===== src/rtl/imm_pkg.sv =====
// imm_pkg: format/opcode encodings and the buffered entry type shared by the immediate generator.
package imm_pkg;
  localparam logic [2:0] FMT_R   = 3'd0;
  localparam logic [2:0] FMT_I   = 3'd1;
  localparam logic [2:0] FMT_S   = 3'd2;
  localparam logic [2:0] FMT_B   = 3'd3;
  localparam logic [2:0] FMT_U   = 3'd4;
  localparam logic [2:0] FMT_J   = 3'd5;
  localparam logic [2:0] FMT_ILL = 3'd7;
  localparam logic [6:0] OP_LOAD   = 7'b0000011;
  localparam logic [6:0] OP_IMM    = 7'b0010011;
  localparam logic [6:0] OP_JALR   = 7'b1100111;
  localparam logic [6:0] OP_SYSTEM = 7'b1110011;
  localparam logic [6:0] OP_STORE  = 7'b0100011;
  localparam logic [6:0] OP_BRANCH = 7'b1100011;
  localparam logic [6:0] OP_LUI    = 7'b0110111;
  localparam logic [6:0] OP_AUIPC  = 7'b0010111;
  localparam logic [6:0] OP_JAL    = 7'b1101111;
  localparam logic [6:0] OP_REG    = 7'b0110011;
  localparam logic [6:0] OP_REG32  = 7'b0111011;
  // Entry fields are sized for the widest legal XLEN/tag; instances use the low bits.
  localparam int IMM_MAX = 64;
  localparam int TAG_MAX = 32;
  typedef struct packed {
    logic [IMM_MAX-1:0] imm;
    logic [2:0]         fmt;
    logic               illegal;
    logic [TAG_MAX-1:0] tag;
  } entry_t;
endpackage


===== src/rtl/imm_decode.sv =====
// imm_decode: combinational RISC-V format classification and immediate extraction.
module imm_decode import imm_pkg::*; #(
  parameter int XLEN = 32
) (
  input  logic [31:0]     Inst,
  output logic [XLEN-1:0] Imm,
  output logic [2:0]      Fmt,
  output logic            Illegal
);
  logic [XLEN-1:0] i_imm, s_imm, b_imm, u_imm, j_imm, sh_imm;
  logic shift, sh_bad;
  assign i_imm  = XLEN'($signed(Inst[31:20]));
  assign s_imm  = XLEN'($signed({Inst[31:25], Inst[11:7]}));
  assign b_imm  = XLEN'($signed({Inst[31], Inst[7], Inst[30:25], Inst[11:8], 1'b0}));
  assign u_imm  = XLEN'($signed({Inst[31:12], 12'b0}));
  assign j_imm  = XLEN'($signed({Inst[31], Inst[19:12], Inst[20], Inst[30:21], 1'b0}));
  assign sh_imm = XLEN'({XLEN == 64 && Inst[25], Inst[24:20]});
  // funct3 001/101 are SLLI/SRLI/SRAI; shamt bit 5 only exists on RV64.
  assign shift  = Inst[6:0] == OP_IMM && Inst[13:12] == 2'b01;
  assign sh_bad = shift && XLEN == 32 && Inst[25];
  always_comb begin
    Imm = '0;
    Fmt = FMT_ILL;
    Illegal = 1'b1;
    case (Inst[6:0])
      OP_LOAD, OP_IMM, OP_JALR, OP_SYSTEM: begin Fmt = FMT_I; Illegal = 1'b0; Imm = shift ? sh_imm : i_imm; end
      OP_STORE:        begin Fmt = FMT_S; Illegal = 1'b0; Imm = s_imm; end
      OP_BRANCH:       begin Fmt = FMT_B; Illegal = 1'b0; Imm = b_imm; end
      OP_LUI, OP_AUIPC: begin Fmt = FMT_U; Illegal = 1'b0; Imm = u_imm; end
      OP_JAL:          begin Fmt = FMT_J; Illegal = 1'b0; Imm = j_imm; end
      OP_REG, OP_REG32: begin Fmt = FMT_R; Illegal = 1'b0; end
      default: ;
    endcase
    if (sh_bad) begin
      Imm = '0;
      Fmt = FMT_ILL;
      Illegal = 1'b1;
    end
  end
endmodule


===== src/rtl/imm_gen_stage.sv =====
// imm_gen_stage: decode-stage immediate generator feeding a 2-entry skid buffer.
module imm_gen_stage import imm_pkg::*; #(
  parameter int XLEN  = 32,
  parameter int TAG_W = 8
) (
  input  logic             Clk,
  input  logic             Rst_n,
  input  logic             Flush,
  input  logic             In_Valid,
  output logic             In_Ready,
  input  logic [31:0]      Inst,
  input  logic [TAG_W-1:0] In_Tag,
  output logic             Out_Valid,
  input  logic             Out_Ready,
  output logic [XLEN-1:0]  Imm,
  output logic [2:0]       Fmt,
  output logic             Illegal,
  output logic [TAG_W-1:0] Out_Tag
);
  logic [XLEN-1:0] dec_imm;
  logic [2:0] dec_fmt;
  logic dec_ill;
  entry_t [1:0] mem_q, mem_d;
  entry_t head;
  logic wp_q, wp_d, rp_q, rp_d;
  logic [1:0] cnt_q, cnt_d;
  logic push, pop, unused_head;
  imm_decode #(.XLEN(XLEN)) u_dec (.Inst(Inst), .Imm(dec_imm), .Fmt(dec_fmt), .Illegal(dec_ill));
  assign In_Ready  = (cnt_q < 2'd2) & Rst_n;
  assign Out_Valid = cnt_q != 2'd0;
  // Flush wins: the presented instruction and any pending pop are discarded.
  assign push = In_Valid & In_Ready & ~Flush;
  assign pop  = Out_Valid & Out_Ready & ~Flush;
  assign head = Out_Valid ? mem_q[rp_q] : '0;
  assign Imm     = head.imm[XLEN-1:0];
  assign Fmt     = head.fmt;
  assign Illegal = head.illegal;
  assign Out_Tag = head.tag[TAG_W-1:0];
  assign unused_head = ^{head.imm, head.tag};
  always_comb begin
    mem_d = mem_q;
    if (push) mem_d[wp_q] = '{imm: IMM_MAX'(dec_imm), fmt: dec_fmt, illegal: dec_ill, tag: TAG_MAX'(In_Tag)};
    wp_d  = ~Flush & (wp_q ^ push);
    rp_d  = ~Flush & (rp_q ^ pop);
    cnt_d = Flush ? 2'd0 : cnt_q + {1'b0, push} - {1'b0, pop};
  end
  always_ff @(posedge Clk or negedge Rst_n) begin
    if (!Rst_n) begin
      mem_q <= '0;
      wp_q  <= 1'b0;
      rp_q  <= 1'b0;
      cnt_q <= 2'd0;
    end else begin
      mem_q <= mem_d;
      wp_q  <= wp_d;
      rp_q  <= rp_d;
      cnt_q <= cnt_d;
    end
  end
endmodule

===== config.mk =====
export PLATFORM = sky130hd
export DESIGN_NAME = imm_gen_stage
export DESIGN_NICKNAME = d
export VERILOG_FILES = /design/src/rtl/imm_pkg.sv /design/src/rtl/imm_decode.sv /design/src/rtl/imm_gen_stage.sv
export SDC_FILE = /design/constraint.sdc
export NUM_CORES = 1
export LEC_CHECK = 0
export BUFFER_PORTS_ARGS = -buffer_cell sky130_fd_sc_hd__buf_2
export CAP_MARGIN = 20
export CORE_MARGIN = 4
export CORE_UTILIZATION = 50
export CTS_CLUSTER_DIAMETER = 200
export DETAILED_ROUTE_END_ITERATION = 10
export HOLD_SLACK_MARGIN = 0.15
export PLACE_DENSITY = 0.79
export REMOVE_ABC_BUFFERS = 1
export SKIP_LAST_GASP = 1
export SLEW_MARGIN = 25
export SYNTH_ARGS = -nofsm -noshare
export SYNTH_HDL_FRONTEND = slang
export SYNTH_SLANG_ARGS = --single-unit

===== constraint.sdc =====
create_clock -name Clk -period 1.95 [get_ports Clk]
set_clock_uncertainty 0.05 [all_clocks]
set_input_delay 0.0975 -clock Clk [delete_from_list [all_inputs] [get_ports Clk]]
set_output_delay 0.0975 -clock Clk [all_outputs]
set_load 0.05 [all_outputs]

Word level (Yosys, flattened, before mapping)
Index checks and enable logic that the tools add are counted.
- output and inout port bits: 46
- bits in registers: 204
- bits of input ports: 45
- logic and storage cells: 61
- reduce and logical (&&, ||, !) cells: 8
- $add $sub $neg: 2
- bitwise logic cells: 10
- eq/ne operators: 12
- order comparisons: 4
- muxes and demuxes: 14
- operator list (kind ; number):
    $mux 68 ; 3
    $bwmux 200 ; 1
    $pmux 32 s5 ; 1
    $demux 100 s1 ; 1
    $mux 100 ; 1
    $mux 32 ; 2
    $eq 7x6->1 const B ; 4
    $eq 7x7->1 const B ; 4
    $pmux 3 s6 ; 1
    $eq 7x5->1 const B ; 2
    $reduce_or 11->1 ; 1
    $and 1x1->1 ; 7
    $eq 7x2->1 const B ; 1
    $lt 1x2->1 const B ; 2
    $reduce_or 2->1 ; 2
    $reduce_or 4->1 ; 1
    $logic_and 1x1->1 ; 3
    $mux 3 ; 1
    $add 2x1->2 ; 1
    $eq 2x1->1 const B ; 1
    $lt 2x2->1 const B ; 1
    $mux 1 ; 2
    $mux 2 ; 1
    $reduce_bool 2->1 ; 1
    other kinds (4) ; 5

Longest topological paths before layout
- word-level depth: 7
- gate-level depth with buffers: 10
- depth with buffers taken out: 10

Cells and area by module
Synthesis repeated with hierarchy kept, for this count alone.
- cell total of the unflattened synthesis: 427
- area total of the unflattened synthesis: 4977.3 µm²
- by module, submodules not included (module ; times used ; cells each ; area each (µm²) ; sequential area each (µm²)):
    imm_gen_stage ; 1 ; 307 ; 4305.4 ; 2302.2
    imm_decode ; 1 ; 120 ; 671.9 ; 0.0

Worst setup path after synthesis
No wires, ideal clock.
- path type: register to register
- start point: register cnt_q[1]
- end point: register mem_q[43] (netlist bit)
- arrival: 2426 ps
- path slack: -609 ps
- period minus slack after synthesis: 2559 ps
- required time: 1817 ps
- setup time: 83 ps
- stages on the path, launching flop included: 8
- buffers on the path: 2
- cells stage by stage: dfrtp_1 nor2b_1 and3b_1 ha_1 buf_1 clkbuf_1 nand2_1 o22ai_1
- cells in the longest elaborated chain, start to end: 4
- RTL lines (item ; line ; RTL):
    start: declaration ; imm_gen_stage.sv:26 ; logic [1:0] cnt_q, cnt_d;
    start signal: assignment ; imm_gen_stage.sv:57 ; cnt_q <= cnt_d;
    $lt 2x2->1 ; imm_gen_stage.sv:29 ; assign In_Ready = (cnt_q < 2'd2) & Rst_n;
    $and 1x1->1 ; imm_gen_stage.sv:29 ;
    net In_Ready ; imm_gen_stage.sv:10 ; output logic In_Ready,
    $and 1x1->1 (2 in series) ; imm_gen_stage.sv:32 ; assign push = In_Valid & In_Ready & ~Flush;
    end signal: assignment ; imm_gen_stage.sv:54 ; mem_q <= mem_d;
    end: declaration ; imm_gen_stage.sv:23 ; entry_t [1:0] mem_q, mem_d;
The timed path passes the listed nets, and every way through them passes these cells.
A chain may end at the register's enable or synchronous reset.

Worst setup path in the final report
- start point: register cnt_q[1]
- end point: register cnt_q[1]
- cells in the longest elaborated chain, start to end: 7
- elaborated cells on any way between the ends: 10
- those cells by class: 2 x add/sub; 1 x order compare; 1 x mux; 5 x bitwise; 1 x reduce/logical
- RTL lines (item ; line ; RTL):
    $lt 2x2->1 ; imm_gen_stage.sv:29 ;
    $and 1x1->1 ; imm_gen_stage.sv:29 ;
    $and 1x1->1 (2 in series) ; imm_gen_stage.sv:32 ;
    $add 2x1->2 ; imm_gen_stage.sv:45 ; cnt_d = Flush ? 2'd0 : cnt_q + {1'b0, push} - {1'b0, pop};
    $sub 2x1->2 * ; imm_gen_stage.sv:45 ;
    $mux 2 * ; imm_gen_stage.sv:45 ;
    net cnt_d[1] ; imm_gen_stage.sv:26 ;
The timed path passes the listed nets; every way through them passes the cells marked *.

==> run_results.csv <==
group,metric,value,unit
global_routing,grtUsageTotal,0.2192,
global_routing,grt_max_degree,57,
logic_synthesis,yosys-top-cells-area,"dfrtp_1 (49%), mux2i_1 (9.5%), nor2_1 (8.5%), mux2_2 (4.8%), a31oi_1 (3.8%)",
clocking,cts-buffers-inserted,9,
clocking,postCtsSetupBuffers,0,
logic_synthesis,yosys_warnings,0,
worst_setup_path,start_kind,"flip-flop",
global_routing,grt_pass1_vias,4047,
drt,vias_per_cell,5.629,
logic_synthesis,netlist_area,0.004652,mm2
timing,fin_crit_sh,0.9586,
worst_setup_path,critPathArrivalTime,2.07,ns
global_routing,antenna_found_initial,0,
floorplan,fp.dieW,104.5,um
place,dp_slack,-0.01277,ns
cells_and_area,nNetsFinal,669,
timing,slew_violations,0,
worst_setup_path,slowest_stage,"dfrtp_1",
timing,max_freq,535.0,MHz
cells_and_area,multi_input_area,0.002146,mm2
power,p_per_area,936.6,mW/mm2
logic_synthesis,yosysUniqueCellTypes,47,
floorplan,die_area,0.01091,mm2
global_routing,grt.overflow.total,0,
floorplan,coreArea,0.008891,mm2
clocking,numClockSinks,92,
global_routing,grt_pass1_wl,19590,um
logic_synthesis,synth-seq-cells,92,
timing,finalWorstSetupSlack,0.08075,ns
timing,rsz0062_at_grt,"yes",
clocking,cts_tree,"done",
worst_setup_path,crit_path_end_kind,"flip-flop",
cells_and_area,n_antenna_cell,0,
logic_synthesis,synth.top_cell.area_share,0.4949,
timing,setup_violations,0,
place,io_buffer_count,90,
worst_setup_path,worstSetupPathType,"flip-flop to flip-flop",
timing,worstMarginPinSlew,0.6893,ns
cells_and_area,drive_gt1_frac,0.2608,
clocking,clockBufferDepth,2,
logic_synthesis,synthArstFlopShare,1.000,
flow_run,drv_cap,0,
place,gp_congestion,0.9048,
cells_and_area,regArea,0.002303,mm2
place,dp_hpwl,7899,um
cells_and_area,stdcell_area,0.005871,mm2
floorplan,row_count,34,
power,ir_worst_vdd,577.7,uV
logic_synthesis,synth_cells,498,
floorplan,top_level_ports,91,
drt,drtAntennaViolNets,0,
place,dpl-instance-area,0.005286,mm2
drt,post_drt_wl_per_cell,16.20,um
worst_setup_path,crit_path_max_incr_delay,0.40,ns
drt,first_iter_violations,246,
floorplan,initial_core_util,0.5232,
clocking,clk_latency,0.35,ns
run_status,status,"finished, final reports clean",
logic_synthesis,synth.avg_cell_area,9.341,um2
worst_hold_path,worstHoldPathType,"input pin to flip-flop",
timing,relSlewSlack,0.5405,
cells_and_area,fillers,692,
worst_setup_path,cp.required,2.15,ns
cells_and_area,mostFrequentLayoutCell,"nor2_1",
drt,wl,11880,um
logic_synthesis,synth_ff_type,"dfrtp_1",
drt,drt_pass1_iterations,5,
logic_synthesis,synth_edf_count,0,
power,leakage,0.002623,uW
clocking,cts-root-buf,"clkbuf_8",
cells_and_area,final_cell_mix,"nor2_1 (101), dfrtp_1 (91), buf_2 (89)",
cells_and_area,area_growth,26.20,%
logic_synthesis,synth_top_area_cell,"dfrtp_1",
clocking,clkTransAtPathRegs,0.09,ns
timing,timing.final.hold_violations,0,
timing,min_period,1.869,ns
drt,vias,4126,
floorplan,die_h,104.5,um
drt,drc,0,
clocking,htreeDepth,3,
logic_synthesis,yosysSeqAreaShare,0.4949,
worst_setup_path,crit_chain,"buf_4, nor2_4, inv_1, nand2_1, nor2_1, ha_1, inv_1, ha_1, xor2_1, xnor2_1, nor2_1",
worst_setup_path,worstPathMaxFanout,2,
## cell families (layout without fill, tap and decap cells)
family | after synthesis | count (layout) | share of synthesized area
flops | 92 | 92 | 0.4949
xor+xnor | 3 | 3 | 0.005649
simple gates | 178 | 178 | 0.1638
compound gates | 95 | 95 | 0.1286
fa+ha+maj | 4 | 4 | 0.01076
buf+inv | 62 | 189 | 0.05325
mux | 64 | 64 | 0.1431
## stage by stage
step / setup TNS (ns) / total power (uW) / util / instances / hold WS (ns)
final: 0 / 5499 / 0.6603 / 733 / 0.1696
after global routing: -0.0001332 / 5813 / 0.6603 / 733 / 0.1836
after CTS: 0 / 5516 / 0.6571 / 733 / 0.1749
after detailed placement: -0.01406 / 4269 / 0.5946 / 680 / 0.1857
after global placement: 0 / 4183 / 0.5946 / 680 / 0.1877
after floorplan: -148.92 / 3781 / - / 465 / -0.2481
## per-layer routing
metal | routed length (um) | vias up | track usage
li1 | - | 1950 | -
met4 | 85 | 0 | 0.03894
met5 | 0 | - | 0
met3 | 698 | 12 | 0.04469
met1 | 5154 | 2019 | 0.2981
met2 | 5939 | 145 | 0.3676
## critical path: cells and delay by family, from the launching register on
kind / cells / cell delay, ns
xor gates and xnor gates: 2 / 0.33
adders and majority gates: 2 / 0.42
buffers and inverters: 3 / 0.26
DFF: 1 / 0.40
and+or+nand+nor: 4 / 0.30
## power breakdown
part | total, uW | switching (uW) | internal (uW)
logic | 1690 | 1040 | 651
clock network | 1200 | 721 | 481
registers | 2600 | 243 | 2360
total | 5500 | 2010 | 3490
## cell type report
cell class,instances,area share
tap,108,0.02302
timing repair buffer,144,0.1697
inverter,29,0.01854
clock buffer,9,0.02110
sequential,92,0.3924
multi-input combinational,344,0.3655
clock inverter,7,0.009804
## registers in the layout, indices dropped and copies added (netlist names)
name / count
wp_q: 1
rp_q: 1
cnt_q: 2
mem_q: 88
## cell usage after synthesis, types with 3 or more instances
cell type,number
nand2b_1,3
o2bb2ai_1,3
buf_2,9
o22ai_1,20
inv_1,28
clkbuf_1,21
mux2i_1,44
a21oi_1,26
ha_1,4
a32oi_1,4
a31oi_1,28
nand2_1,42
nor2b_1,6
dfrtp_1,92
nor2_1,105
nand3_1,4
mux2_2,20
## worst paths after layout
check                          from    endpoint  slack, ns  depth (start not counted)
max                        cnt_q[1]    cnt_q[1]       0.08                         11
min                        In_Valid        wp_q       0.17                          4
max reg2reg                cnt_q[1]    cnt_q[1]       0.08                         11
min reg2reg                mem_q[4]    mem_q[4]       0.46                          1
max in group asynchronous     Rst_n   mem_q[36]       0.41                          4
min in group asynchronous     Rst_n  mem_q[162]       0.37                          3
## repair_timing
item,in CTS,in global routing
cloned,0,0
setup endpoints to repair,1,44
pin swaps,0,1
resized for setup,1,8
endpoints found under the hold margin,114,0
hold buffers,37,0
No activity file was read; power rests on OpenSTA's default activity.
